===== src/rtl/sd_cmd_xfer_if.sv =====
// Request/response handshake between a host and the SD SPI command engine.
// The host drives the request fields; the engine returns status and captured response bytes.
interface sd_cmd_xfer_if;
  logic        start;
  logic [5:0]  command;
  logic [31:0] argument;
  logic [2:0]  resp_len;
  logic        busy;
  logic        done;
  logic        timeout;
  logic [39:0] resp;

  modport master (
    output start, command, argument, resp_len,
    input  busy, done, timeout, resp
  );

  modport slave (
    input  start, command, argument, resp_len,
    output busy, done, timeout, resp
  );
endinterface


===== src/rtl/sd_cmd_xfer.sv =====
// SPI-mode SD command engine: sends a 48-bit command frame with CRC7, polls for the R1 start
// byte, captures up to RESP_MAX response bytes and pulses done.
module sd_cmd_xfer #(
  parameter int unsigned CLK_DIV  = 4,
  parameter int unsigned RESP_MAX = 5,
  parameter int unsigned NCR_MAX  = 8
) (
  input  logic         clock,
  input  logic         reset,
  sd_cmd_xfer_if.slave bus,
  output logic         sclk,
  output logic         mosi,
  input  logic         miso,
  output logic         cs_n
);

  typedef enum logic [2:0] {StIdle, StPre, StCmd, StPoll, StResp, StPost, StFin} state_e;

  localparam logic [7:0] DivLast  = 8'(CLK_DIV - 1);
  localparam logic [7:0] PollLast = 8'(NCR_MAX - 1);
  localparam logic [2:0] RespMax  = 3'(RESP_MAX);

  state_e      state_q, state_d;
  logic [7:0]  div_q, div_d;
  logic        sclk_q, sclk_d;
  logic [5:0]  bit_q, bit_d;
  logic [2:0]  byte_q, byte_d;
  logic [7:0]  poll_q, poll_d;
  logic [2:0]  rlen_q, rlen_d;
  logic [47:0] tx_q, tx_d;
  logic [7:0]  rx_q, rx_d;
  logic [39:0] resp_q, resp_d;
  logic        timeout_q, timeout_d;

  logic        active, tick, rise, fall, bit_end;
  logic [5:0]  bit_last;
  logic [39:0] frame_head;

  // Serial CRC7, x^7 + x^3 + 1, zero seed, MSB first.
  function automatic logic [6:0] crc7(input logic [39:0] data);
    logic [6:0] crc;
    logic       fb;
    crc = '0;
    for (int i = 39; i >= 0; i--) begin
      fb  = data[i] ^ crc[6];
      crc = {crc[5:0], 1'b0};
      if (fb) crc = crc ^ 7'h09;
    end
    return crc;
  endfunction

  assign active     = (state_q != StIdle) && (state_q != StFin);
  assign tick       = active && (div_q == DivLast);
  assign rise       = tick && !sclk_q;
  assign fall       = tick && sclk_q;
  assign bit_last   = (state_q == StCmd) ? 6'd47 : 6'd7;
  assign bit_end    = fall && (bit_q == bit_last);
  assign frame_head = {2'b01, bus.command, bus.argument};

  always_comb begin
    state_d   = state_q;
    div_d     = div_q;
    sclk_d    = sclk_q;
    bit_d     = bit_q;
    byte_d    = byte_q;
    poll_d    = poll_q;
    rlen_d    = rlen_q;
    tx_d      = tx_q;
    rx_d      = rx_q;
    resp_d    = resp_q;
    timeout_d = timeout_q;

    // Bit clock: SCLK low for the first half of each bit, high for the second.
    if (active) begin
      if (tick) begin
        div_d  = '0;
        sclk_d = ~sclk_q;
      end else begin
        div_d = div_q + 8'd1;
      end
      if (rise) rx_d = {rx_q[6:0], miso};
      if (fall) begin
        bit_d = bit_end ? 6'd0 : bit_q + 6'd1;
        if (state_q == StCmd) tx_d = {tx_q[46:0], 1'b0};
      end
    end

    unique case (state_q)
      StIdle: begin
        if (bus.start) begin
          state_d   = StPre;
          tx_d      = {frame_head, crc7(frame_head), 1'b1};
          rlen_d    = (bus.resp_len == 3'd0)   ? 3'd1    :
                      (bus.resp_len > RespMax) ? RespMax : bus.resp_len;
          resp_d    = '0;
          timeout_d = 1'b0;
          div_d     = '0;
          sclk_d    = 1'b0;
          bit_d     = '0;
          byte_d    = '0;
          poll_d    = '0;
        end
      end
      StPre:  if (bit_end) state_d = StCmd;
      StCmd:  if (bit_end) state_d = StPoll;
      StPoll: begin
        if (bit_end) begin
          if (!rx_q[7]) begin
            resp_d[39:32] = rx_q;
            byte_d        = 3'd1;
            state_d       = (rlen_q == 3'd1) ? StPost : StResp;
          end else if (poll_q == PollLast) begin
            timeout_d = 1'b1;
            state_d   = StPost;
          end else begin
            poll_d = poll_q + 8'd1;
          end
        end
      end
      StResp: begin
        if (bit_end) begin
          for (int i = 1; i < 5; i++) begin
            if (byte_q == 3'(i)) resp_d[8*(4-i) +: 8] = rx_q;
          end
          if (byte_q == rlen_q - 3'd1) state_d = StPost;
          else                         byte_d  = byte_q + 3'd1;
        end
      end
      StPost: if (bit_end) state_d = StFin;
      StFin: begin
        state_d = StIdle;
        byte_d  = '0;
        poll_d  = '0;
      end
      default: state_d = StIdle;
    endcase
  end

  always_ff @(posedge clock or posedge reset) begin
    if (reset) begin
      state_q   <= StIdle;
      div_q     <= '0;
      sclk_q    <= 1'b0;
      bit_q     <= '0;
      byte_q    <= '0;
      poll_q    <= '0;
      rlen_q    <= '0;
      tx_q      <= '0;
      rx_q      <= '0;
      resp_q    <= '0;
      timeout_q <= 1'b0;
    end else begin
      state_q   <= state_d;
      div_q     <= div_d;
      sclk_q    <= sclk_d;
      bit_q     <= bit_d;
      byte_q    <= byte_d;
      poll_q    <= poll_d;
      rlen_q    <= rlen_d;
      tx_q      <= tx_d;
      rx_q      <= rx_d;
      resp_q    <= resp_d;
      timeout_q <= timeout_d;
    end
  end

  assign sclk        = sclk_q;
  assign cs_n        = !active;
  assign mosi        = (state_q == StCmd) ? tx_q[47] : 1'b1;
  assign bus.busy    = active;
  assign bus.done    = (state_q == StFin);
  assign bus.timeout = timeout_q;
  assign bus.resp    = resp_q;

endmodule


===== src/flat_wrapper.sv =====
// flat-port wrapper written by rule: the top's interface ports become plain ports
module sd_cmd_xfer_flat 
#(
  parameter int unsigned CLK_DIV  = 4,
  parameter int unsigned RESP_MAX = 5,
  parameter int unsigned NCR_MAX  = 8
)
  (clock, reset, sclk, mosi, miso, cs_n, bus_start, bus_command, bus_argument, bus_resp_len, bus_busy, bus_done, bus_timeout, bus_resp);
  sd_cmd_xfer_if bus_i ();
  input  logic clock;
  input  logic reset;
  output logic sclk;
  output logic mosi;
  input  logic miso;
  output logic cs_n;
  input wire logic [$bits(bus_i.start)-1:0] bus_start;
  input wire logic [$bits(bus_i.command)-1:0] bus_command;
  input wire logic [$bits(bus_i.argument)-1:0] bus_argument;
  input wire logic [$bits(bus_i.resp_len)-1:0] bus_resp_len;
  output wire logic [$bits(bus_i.busy)-1:0] bus_busy;
  output wire logic [$bits(bus_i.done)-1:0] bus_done;
  output wire logic [$bits(bus_i.timeout)-1:0] bus_timeout;
  output wire logic [$bits(bus_i.resp)-1:0] bus_resp;
  assign bus_i.start = bus_start;
  assign bus_i.command = bus_command;
  assign bus_i.argument = bus_argument;
  assign bus_i.resp_len = bus_resp_len;
  assign bus_busy = bus_i.busy;
  assign bus_done = bus_i.done;
  assign bus_timeout = bus_i.timeout;
  assign bus_resp = bus_i.resp;
  sd_cmd_xfer #(.CLK_DIV(CLK_DIV), .RESP_MAX(RESP_MAX), .NCR_MAX(NCR_MAX)) u_core (.clock(clock), .reset(reset), .bus(bus_i), .sclk(sclk), .mosi(mosi), .miso(miso), .cs_n(cs_n));
endmodule

===== config.mk =====
export PLATFORM = sky130hd
export DESIGN_NAME = sd_cmd_xfer_flat
export DESIGN_NICKNAME = d
export VERILOG_FILES = /design/src/rtl/sd_cmd_xfer_if.sv /design/src/rtl/sd_cmd_xfer.sv /design/src/flat_wrapper.sv
export SDC_FILE = /design/constraint.sdc
export NUM_CORES = 1
export LEC_CHECK = 0
export CELL_PAD_IN_SITES_DETAIL_PLACEMENT = 0
export CELL_PAD_IN_SITES_GLOBAL_PLACEMENT = 1
export CORE_MARGIN = 10
export CORE_UTILIZATION = 43
export CTS_CLUSTER_DIAMETER = 120
export CTS_CLUSTER_SIZE = 10
export DETAILED_ROUTE_END_ITERATION = 8
export HOLD_SLACK_MARGIN = 0.06
export PLACE_DENSITY_LB_ADDON = 0.1
export SYNTH_ARGS = -nofsm -noshare
export SYNTH_HDL_FRONTEND = slang
export SYNTH_SLANG_ARGS = --single-unit

===== constraint.sdc =====
create_clock -name clock -period 5 [get_ports clock]
set_input_delay 0.75 -clock clock [delete_from_list [all_inputs] [get_ports clock]]
set_output_delay 0.75 -clock clock [all_outputs]
set_load 0.1 [all_outputs]

==> run_results.csv, run 1 <==
group,metric,value,unit
clocking,cts_num_sinks,128,
yosys,synth_ff_type,"dfrtp_1",
grt,grt_first_pass_wirelength,27800,um
route,wire_per_inst,16.8,um
pwr,total_power,4.12,mW
clocking,cts_buffer_depth,2,
clocking,cts_setup_buffers,0,
timing,rsz0062_at_grt,"false",
grt,grt_most_used_layer,"met2",
min_path,hold_class,"reg -> reg",
min_path,min_path_cells,2,
pwr,p_sw_share,33.5,%
pwr,ir_drop,0.000283,V
grt,grt_util_met3,4.81,%
floorplan,die_w,146,um
timing,tns,0,ps
floorplan,core_area,15300,um2
timing,fmax,267,MHz
cells_and_area,drive_gt1_share,7.66,%
route,drtPass1Iterations,5,
route,wl,16900,um
setup_path,cp-end-kind,"primary output",
route,drtIter0Drc,257,
placed_design,globalplace.congestion,0.835,
floorplan,io_pins,91,
placed_design,dpl.hpwl,11800,um
clocking,h-tree-depth,4,
clocking,cts-root-buf,"clkbuf_16",
setup_path,crit_type,"reg -> out",
cells_and_area,antennaDiodeCount,0,
cells_and_area,final_nets,840,
timing,fin_crit,3750,ps
cells_and_area,nFillCells,1373,
setup_path,worst_r2r_path_depth,11,
setup_path,crit_path_start,"u_core.state_q[1]",
yosys,syn_area,6790,um2
timing,slew_headroom,33.3,%
floorplan,fp.dieH,146,um
grt,antenna_found_initial,0,
clocking,cts-resized-gates,0,
route,drc,0,
pwr,comb_power_share,33.8,%
clocking,cts-buffers-inserted,17,
timing,slew_viol_final,0,
grt,grt_pass1_vias,5201,
grt,grt_use_total,16.0,%
clocking,cts.clk_slew.worst_paths,60,ps
timing,whs,476,ps
setup_path,r2r_start,"u_core.state_q[1]",
setup_path,required,4250,ps
yosys,avgSynthCellArea,9.61,um2
floorplan,initial_core_util,44.4,%
yosys,synth-seq-cells,128,
timing,finalHoldViolations,0,
yosys,synth-async-reset-ratio,100,%
min_path,hp-start,"u_core.tx_q[0]",
pwr,internal_power,2.74,mW
clocking,clkLatencyLatePin,420,ps
pwr,powerDensity,486,nW/um2
floorplan,placementRows,45,
route,viasPerCell,5.18,
grt,grt_use_met2,24.9,%
route,vias,5221,
timing,finalSetupViolations,0,
clocking,ctsHoldBuffers,0,
grt,gr-total-overflow,0,
pwr,power_frac_clock,31.6,%
cells_and_area,area_growth,24.8,%
setup_path,startpoint_type,"flop",
job,drv_cap,0,
route,ant_nets,0,
placed_design,portBuffers,89,
setup_path,worstPathArrival,3000,ps
yosys,synth_edf_count,0,
clocking,cts_tree,"done",
yosys,yosysSeqAreaShare,47.2,%
status,status,"completed",
timing,tightestPinTransition,997,ps
floorplan,fp.dieArea,21200,um2
grt,grt_start_max_net_pins,76,
pwr,seqPwrFrac,34.6,%
grt,met1_usage,21.1,%
pwr,leakagePower,3.89,nW
yosys,postSynthCellCount,707,
yosys,synth.distinct_cells,49,
yosys,postSynthNetCount,764,
timing,skew,12.8,ps
timing,post-route-period-util,75.0,%
yosys,ys_warn_count,0,
setup_path,crit_fanout,13,
pwr,switchingPower,1.38,mW
[critical path, stage by stage, from the launching register on]
cell and delay [ps]:
dfrtp_1 520, nor2b_1 370, nor3_2 150, inv_1 320
clkdlybuf4s50_1 1220
[logic make-up (layout without fill, tap and decap cells)]
logic type               count (synthesis)  in the layout  share of synthesized area (%)
AO/OA/AOI/OAI                          129            129                           11.2
XOR/XNOR                                75             75                           15.6
adder cells (fa/ha/maj)                 12             12                           2.21
buffers and inverters                   55            144                           3.09
flip-flops                             128            128                           47.2
multiplexers                            10             10                           1.62
other                                    1              1                         0.0552
AND/OR/NAND/NOR                        297            297                           19.1
[per-stage QoR]
| step | worst slack (ps) | utilization, % | cells | cell area (um2) |
|---|---|---|---|---|
| floorplan | 795 | - | 707 | 6790 |
| global placement | 1470 | 51.3 | 975 | 7860 |
| detailed placement | 1290 | 51.3 | 975 | 7860 |
| CTS | 1260 | 55.4 | 1007 | 8480 |
| global route | 1030 | 55.4 | 1007 | 8480 |
| finish | 1250 | 55.4 | 1007 | 8480 |
[placed cells by master, fill, tap and decap left out, types with 4 or more instances in the layout]
cell,netlist,routed
nor3_1,6,6
a21oi_1,13,13
clkdlybuf4s50_1,0,89
inv_1,16,15
xor2_1,18,18
inv_6,0,6
and2_1,5,5
xnor2_1,27,27
nand4_1,6,6
clkinvlp_4,0,4
o21ai_0,57,57
nor2_1,67,67
ha_1,12,12
a31oi_1,41,41
a22o_1,6,6
nand3_1,25,25
mux2_2,8,8
dfrtp_1,128,128
clkbuf_16,0,17
nand2_1,151,151
and3_1,13,13
nand2b_1,7,7
buf_4,1,7
xnor3_1,20,20
[per-layer routing]
metal	up-vias	routed length, um
met5	-	0
met4	0	150
met3	17	759
met2	116	8080
met1	2540	7930
li1	2548	-
[path summary, 6_finish.rpt]
check | endpoint | slack (ps)
max | bus_busy | 1250
min | u_core.tx_q[0] | 480
max reg2reg | u_core.poll_q[6] | 1270
min reg2reg | u_core.tx_q[0] | 480
max in group asynchronous | u_core.bus.resp[16] | 3170
min in group asynchronous | u_core.tx_q[38] | 900
[sequential cells by signal, summed over array words and instances, names as in the netlist]
signal / count
u_core.tx_q: 48
u_core.bit_q: 6
u_core.rx_q: 8
u_core.rlen_q: 3
u_core.poll_q: 8
u_core.byte_q: 3
u_core.state_q: 3
u_core.bus.resp: 39
u_core.bus.timeout: 1
u_core.div_q: 8
u_core.sclk: 1
[synth_stat cells (2+ instances only)]
master / number / area [um2]
nand2_1: 151 / 567
dfrtp_1: 128 / 3200
nor2_1: 67 / 251
o21ai_0: 57 / 285
a31oi_1: 41 / 257
clkbuf_1: 37 / 139
xnor2_1: 27 / 236
nand3_1: 25 / 125
xnor3_1: 20 / 450
xor2_1: 18 / 158
inv_1: 16 / 60.1
a21oi_1: 13 / 65.1
and3_1: 13 / 81.3
ha_1: 12 / 150
mux2_2: 8 / 90.1
nand2b_1: 7 / 43.8
a22o_1: 6 / 52.6
nand4_1: 6 / 37.5
nor3_1: 6 / 30.0
and2_1: 5 / 31.3
nor2b_1: 3 / 18.8
o211ai_1: 3 / 22.5
or2_2: 3 / 18.8
xnor2_2: 3 / 48.8
xnor3_2: 3 / 71.3
xor3_1: 3 / 71.3
mux2i_1: 2 / 20.0
nand3b_1: 2 / 15.0
o31ai_1: 2 / 15.0
[layout make-up]
class / instances / area, um2 / area share [%]
Tap cell: 211 / 264 / 3.11
Clock inverter: 15 / 195 / 2.30
Timing Repair Buffer: 96 / 943 / 11.1
Clock buffer: 17 / 425 / 5.02
Sequential cell: 128 / 3200 / 37.8
Inverter: 16 / 62.6 / 0.738
Multi-Input combinational cell: 524 / 3390 / 39.9
[power groups by stage]
stage               registers (mW)  logic [mW]  clock network [mW]
detailed placement            1.44        1.41                   0
global placement              1.43        1.38                   0
floorplan                     1.63       0.905                   0
global route                  1.46        1.51                1.39
CTS                           1.42        1.42                1.33
finish                        1.43        1.39                1.31
No activity file was read; power rests on OpenSTA's default activity.
==> run 2, diff against run 1 <==
--- a/config.mk
+++ b/config.mk
@@ -8,7 +8,7 @@
 export CELL_PAD_IN_SITES_DETAIL_PLACEMENT = 0
 export CELL_PAD_IN_SITES_GLOBAL_PLACEMENT = 1
 export CORE_MARGIN = 10
-export CORE_UTILIZATION = 43
+export CORE_UTILIZATION = 39
 export CTS_CLUSTER_DIAMETER = 120
 export CTS_CLUSTER_SIZE = 10
 export DETAILED_ROUTE_END_ITERATION = 8
==> constraint.sdc (replaced) <==
create_clock -name clock -period 3.3 [get_ports clock]
set_input_delay 0.495 -clock clock [delete_from_list [all_inputs] [get_ports clock]]
set_output_delay 0.495 -clock clock [all_outputs]
set_load 0.1 [all_outputs]
==> run_results.csv, run 2 (synthesis gave the netlist of run 1 again) <==
group,metric,value,unit
status,status,"completed",
cells_and_area,final_cell_mix,"151 x nand2_1, 128 x dfrtp_1, 84 x clkdlybuf4s50_1",
clocking,cts_setup_buffers,0,
setup_path,critPathMaxStageDelay,540,ps
setup_path,r2r_start,"u_core.div_q[4]",
route,drtPass1Iterations,5,
timing,whs,474,ps
floorplan,initial_core_util,39.5,%
cells_and_area,regMostFlops,"u_core.tx_q",
route,viasPerCell,5.08,
floorplan,core_area,17200,um2
setup_path,required,3580,ps
route,drc,0,
cells_and_area,largest_register_ffs,48,
setup_path,crit_type,"reg -> reg",
grt,grt_pass1_vias,5422,
route,wire_per_inst,17.0,um
pwr,ir_drop,0.000382,V
setup_path,r2r-end,"u_core.bus.resp[0]",
placed_design,portBuffers,89,
job,drv_cap,0,
pwr,leakagePower,3.95,nW
pwr,powerDensity,708,nW/um2
setup_path,crit_path_start,"u_core.div_q[4]",
route,ant_nets,0,
grt,grt_start_max_net_pins,96,
cells_and_area,final_common_cell,"nand2_1",
setup_path,cp_slowest_cell,"or4_1",
clocking,h-tree-depth,4,
clocking,clkLatencyLatePin,420,ps
route,wl,17600,um
cells_and_area,antennaDiodeCount,0,
setup_path,worst_r2r_path_depth,8,
route,drtIter0Drc,314,
setup_path,crit_end,"u_core.bus.resp[0]",
floorplan,io_pins,91,
placed_design,place_area,8030,um2
timing,tightestPinTransition,997,ps
timing,rsz0062_at_grt,"false",
clocking,cts.clk_slew.worst_paths,70,ps
min_path,hold_class,"reg -> reg",
clocking,cts-root-buf,"clkbuf_16",
clocking,cts-buffers-inserted,17,
floorplan,fp.dieArea,23100,um2
cells_and_area,final_nets,852,
floorplan,fp.dieH,152,um
setup_path,critical_path_depth,8,
setup_path,cp-end-kind,"flop",
setup_path,cpLargestDelayFamily,"simple AND/OR/NAND/NOR gates",
setup_path,startpoint_type,"flop",
grt,antenna_found_initial,0,
cells_and_area,drive_gt1_share,10.3,%
setup_path,path_cells,"or4_1 -> nor3_1 -> and3_4 -> ha_4 -> and4b_1 -> o21a_1 -> and4_1 -> o21ai_0",
timing,skew,8.74,ps
timing,finalSetupViolations,0,
floorplan,placementRows,48,
grt,grt_first_pass_wirelength,29300,um
timing,slew_headroom,33.3,%
clocking,cts-resized-gates,0,
floorplan,die_w,152,um
clocking,ctsHoldBuffers,0,
timing,fin_crit,2980,ps
cells_and_area,area_growth,26.6,%
timing,post-route-period-util,90.2,%
placed_design,globalplace.congestion,0.805,
cells_and_area,final_cells,1033,
setup_path,crit_fanout,16,
setup_path,critical_path_buf_inv_count,0,
timing,tns,0,ps
placed_design,dp.cells,1001,
setup_path,worstPathArrival,3250,ps
setup_path,r2r_setup_slack,320,ps
cells_and_area,fin_area,8600,um2
grt,grt_use_total,15.3,%
clocking,cts_buffer_depth,2,
route,vias,5249,
timing,fmax,336,MHz
clocking,cts_num_sinks,128,
timing,finalHoldViolations,0,
clocking,cts_tree,"done",
grt,gr-total-overflow,0,
timing,slew_viol_final,0,
placed_design,dpl.hpwl,12200,um
==> run 2: power breakdown <==
part / total, mW / switching [mW] / internal, mW
registers: 2.17 / 0.266 / 1.90
clock network: 1.81 / 0.807 / 0.999
logic: 2.11 / 1.06 / 1.05
==> run 2: area by class of cell <==
cell class / count / area (um2)
clock buffer: 17 / 425
fill: 1599 / 8580
multi-input combinational: 524 / 3430
inverter: 16 / 63.8
tap: 225 / 282
timing repair buffer: 108 / 1060
clock inverter: 15 / 141
sequential: 128 / 3200
==> run 2: worst reg2reg max path, delay by kind of cell, from the launching register on <==
family	cells	cell delay, ps
fa+ha+maj	1	150
flops	1	410
simple gates	5	1790
compound gates	2	490
==> run 2: worst min path at each step <==
stage                                start               end  slack [ps]  cells past startpoint
after floorplan           u_core.poll_q[7]  u_core.poll_q[7]         440                      1
after CTS                 u_core.poll_q[7]  u_core.poll_q[7]         480                      1
after detailed placement    u_core.tx_q[0]    u_core.tx_q[0]         460                      2
after global routing      u_core.poll_q[7]  u_core.poll_q[7]         520                      1
after global placement      u_core.tx_q[0]    u_core.tx_q[0]         460                      2
final                     u_core.poll_q[7]  u_core.poll_q[7]         470                      1
==> run 2: metrics by stage <==
stage	utilization (%)	power (mW)	setup WS (ps)
6_report	50.1	6.09	324
5_1_grt	50.1	6.45	99.7
4_1_cts	50.1	6.16	301
3_5_place_dp	46.8	4.32	15.8
3_3_place_gp	46.8	4.28	65.6
2_1_floorplan	-	3.85	-9.39
==> run 2: routing by layer <==
metal	track usage [%]	up-vias	share of wire (%)
met5	0	-	0
met2	24.4	129	48
met4	4.13	0	0.98
met1	20.1	2538	47
li1	-	2570	-
met3	3.92	12	4.5
==> run 3, diff against run 2 <==
--- a/config.mk
+++ b/config.mk
@@ -14,6 +14,7 @@
 export DETAILED_ROUTE_END_ITERATION = 8
 export HOLD_SLACK_MARGIN = 0.06
 export PLACE_DENSITY_LB_ADDON = 0.1
+export SLEW_MARGIN = 20
 export SYNTH_ARGS = -nofsm -noshare
 export SYNTH_HDL_FRONTEND = slang
 export SYNTH_SLANG_ARGS = --single-unit
==> results of run 3 <==
Final layout, timing and power as in run 2 (identical DEF).
==> RTL edit, RTL diff (settings of run 3) <==
Register the outputs `mosi` and `cs_n`; this adds one clock of latency there. The other outputs are not delayed to match.
--- a/src/rtl/sd_cmd_xfer.sv
+++ b/src/rtl/sd_cmd_xfer.sv
@@ -165,8 +165,10 @@
   end
 
   assign sclk        = sclk_q;
-  assign cs_n        = !active;
-  assign mosi        = (state_q == StCmd) ? tx_q[47] : 1'b1;
+  always_ff @(posedge clock) begin
+    mosi <= (state_q == StCmd) ? tx_q[47] : 1'b1;
+    cs_n <= !active;
+  end
   assign bus.busy    = active;
   assign bus.done    = (state_q == StFin);
   assign bus.timeout = timeout_q;
Check against the original RTL: not equivalent (Yosys sat finds a counterexample within 4 cycles, from zero or initial values and one cycle with reset high).
==> RTL edit against run 3 <==
Worst hold slack better by 0.015 ns. Routed wire length down 2.5%. Cell count increased by 0.29%. Critical endpoint is now u_core.byte_q[0]. Synthesized area fell by 0.33%. Sequential share of layout area increased by 0.48 points. Sequential cell count rose by 2. Total power up 19%. Combinational power up 44%. Clock skew increased by 0.0016 ns. Global-route usage rose by 0.41 points. Design area hardly changed. Setup slack gained 0.059 ns. First-iteration DRC count up 32%.
==> RTL edit: results (changes against run 3) <==
[routing]
routedWlPerCell_um=16.5  ; was 17.0 um
vias=5169  ; was 5249
first_pass_iters=4  ; was 5
route.met3.wl_um=729  ; was 800 um
wl_met1_mm=8.14  ; was 8.25 mm
first_iter_violations=413  ; was 314
wl_met2_mm=7.96  ; was 8.36 mm

[finish]
n_fill_cell=1648  ; was 1599
final_nets=855  ; was 852
layout-drive-gt1-share=0.0986  ; was 0.103
largest_reg_flops=48  ; unchanged
num_antenna_cells=0  ; unchanged

[cts]
ctsRootBufferMaster=clkbuf_16  ; unchanged
cts_resized=0  ; unchanged
clockBufferDepth=2  ; unchanged

[logic_synthesis]
muxShareOfSynthArea=0.0418  ; was 0.0162
synth_area_leaders=dfrtp_1, nand2_1, xnor2_1  ; was dfrtp_1, nand2_1, xnor3_1
synth-adder-area-share=0.0222  ; was 0.0221
syn_nets=761  ; was 764
netlist_top_cells_count=nand2_1, dfrtp_1, nor2_1, a31oi_1, xnor2_1  ; was nand2_1, dfrtp_1, nor2_1, o21ai_0, a31oi_1
synthArstFlopShare=0.985  ; was 1.00
synth_compound_area_frac=0.0957  ; was 0.112
synth-xor-area-share=0.148  ; was 0.156
yosysSeqAreaShare=0.479  ; was 0.472
yosys.cell_types.count=54  ; was 49
yosysWarnings=0  ; unchanged

[worst_setup_path]
r2r_start=u_core.state_q[1]  ; was u_core.div_q[4]
cp.arrival_ns=3.22  ; was 3.25 ns
r2r_setup_slack_ns=0.38  ; was 0.32 ns
timing.rr.end=u_core.byte_q[0]  ; was u_core.bus.resp[0]
crit_fanout=10  ; was 16
crit_start=u_core.state_q[1]  ; was u_core.div_q[4]
reg2reg_depth=12  ; was 8

[sta]
worst_pin_slew_ns=0.996  ; was 0.997 ns
fin_skew_ns=0.0104  ; was 0.00874 ns
hold-worst-slack_ns=0.490  ; was 0.474 ns

[global_route]
global_route.usage.met1=0.212  ; was 0.201
grtUsageMet2=0.238  ; was 0.244
antenna_found_initial=0  ; unchanged
grt_pass1_wl_mm=28.7  ; was 29.3 mm
grt_usage=0.157  ; was 0.153
grt_max_degree=129  ; was 96
grt_pass1_vias=5435  ; was 5422
met3_usage=0.0419  ; was 0.0392

[pwr]
vdd.ir_drop.worst_uv=729  ; was 382 uV
power.internal_mw=4.37  ; was 3.95 mW
leakage_nw=3.97  ; was 3.95 nW

[hold_path]
holdPathStages=1  ; unchanged
min_to=u_core.mosi  ; was u_core.poll_q[7]
hp-start=u_core.tx_q[47]  ; was u_core.poll_q[7]
hold_class=register to register  ; unchanged

[run_status]
outcome=complete, no violations  ; unchanged

[place]
hpwlAfterDp_mm=12.0  ; was 12.2 mm
place_congestion=0.822  ; was 0.805

==> RTL edit: cell count changes after synthesis, sizes merged, moves of 8 or more <==
cell	change
xnor3	-8
xnor2	+10
o21ai	-32
mux2i	+15
nand3	-17
nand2	+17
==> RTL edit: critical path, cell delays in order (launching register included) <==
cell and delay, ns:
dfrtp_1 0.37, buf_4 0.17, nor2b_1 0.15, nor3_1 0.09
inv_2 0.08, nand2_1 0.08, nor4_2 0.31, ha_1 0.24
and4b_1 0.29, nand2_1 0.09, o32a_1 0.37, nor2_1 0.21
mux2_1 0.34
==> RTL edit: power by group through the flow <==
| stage | logic, mW | registers, mW | clock network (mW) |
|---|---|---|---|
| CTS | 3.07 | 2.33 | 1.94 |
| detailed placement | 3.07 | 2.35 | 0 |
| global placement | 3.01 | 2.34 | 0 |
| floorplan | 2.01 | 2.64 | 0 |
| finish | 3.04 | 2.33 | 1.89 |
| global route | 3.36 | 2.39 | 2.03 |
==> RTL edit: metrics by stage <==
step                      instances  setup WS (ns)  power [mW]  instance area (sq um)  utilization
after global routing           1036         0.0937        7.78                   8600        0.501
after floorplan                 704         0.0591        4.65                   6790            -
after detailed placement       1004         0.0481        5.41                   8000        0.466
after global placement         1004         0.0895        5.35                   8000        0.466
after CTS                      1036          0.373        7.35                   8600        0.501
final                          1036          0.384        7.26                   8600        0.501
==> RTL edit: layout make-up <==
cell class / instances / area share
flip-flops and latches: 130 / 0.377
inverters: 19 / 0.00873
well taps: 225 / 0.0327
clock buffers: 17 / 0.0495
clock inverters: 15 / 0.0195
repair buffers: 112 / 0.126
multi-input cells: 518 / 0.387
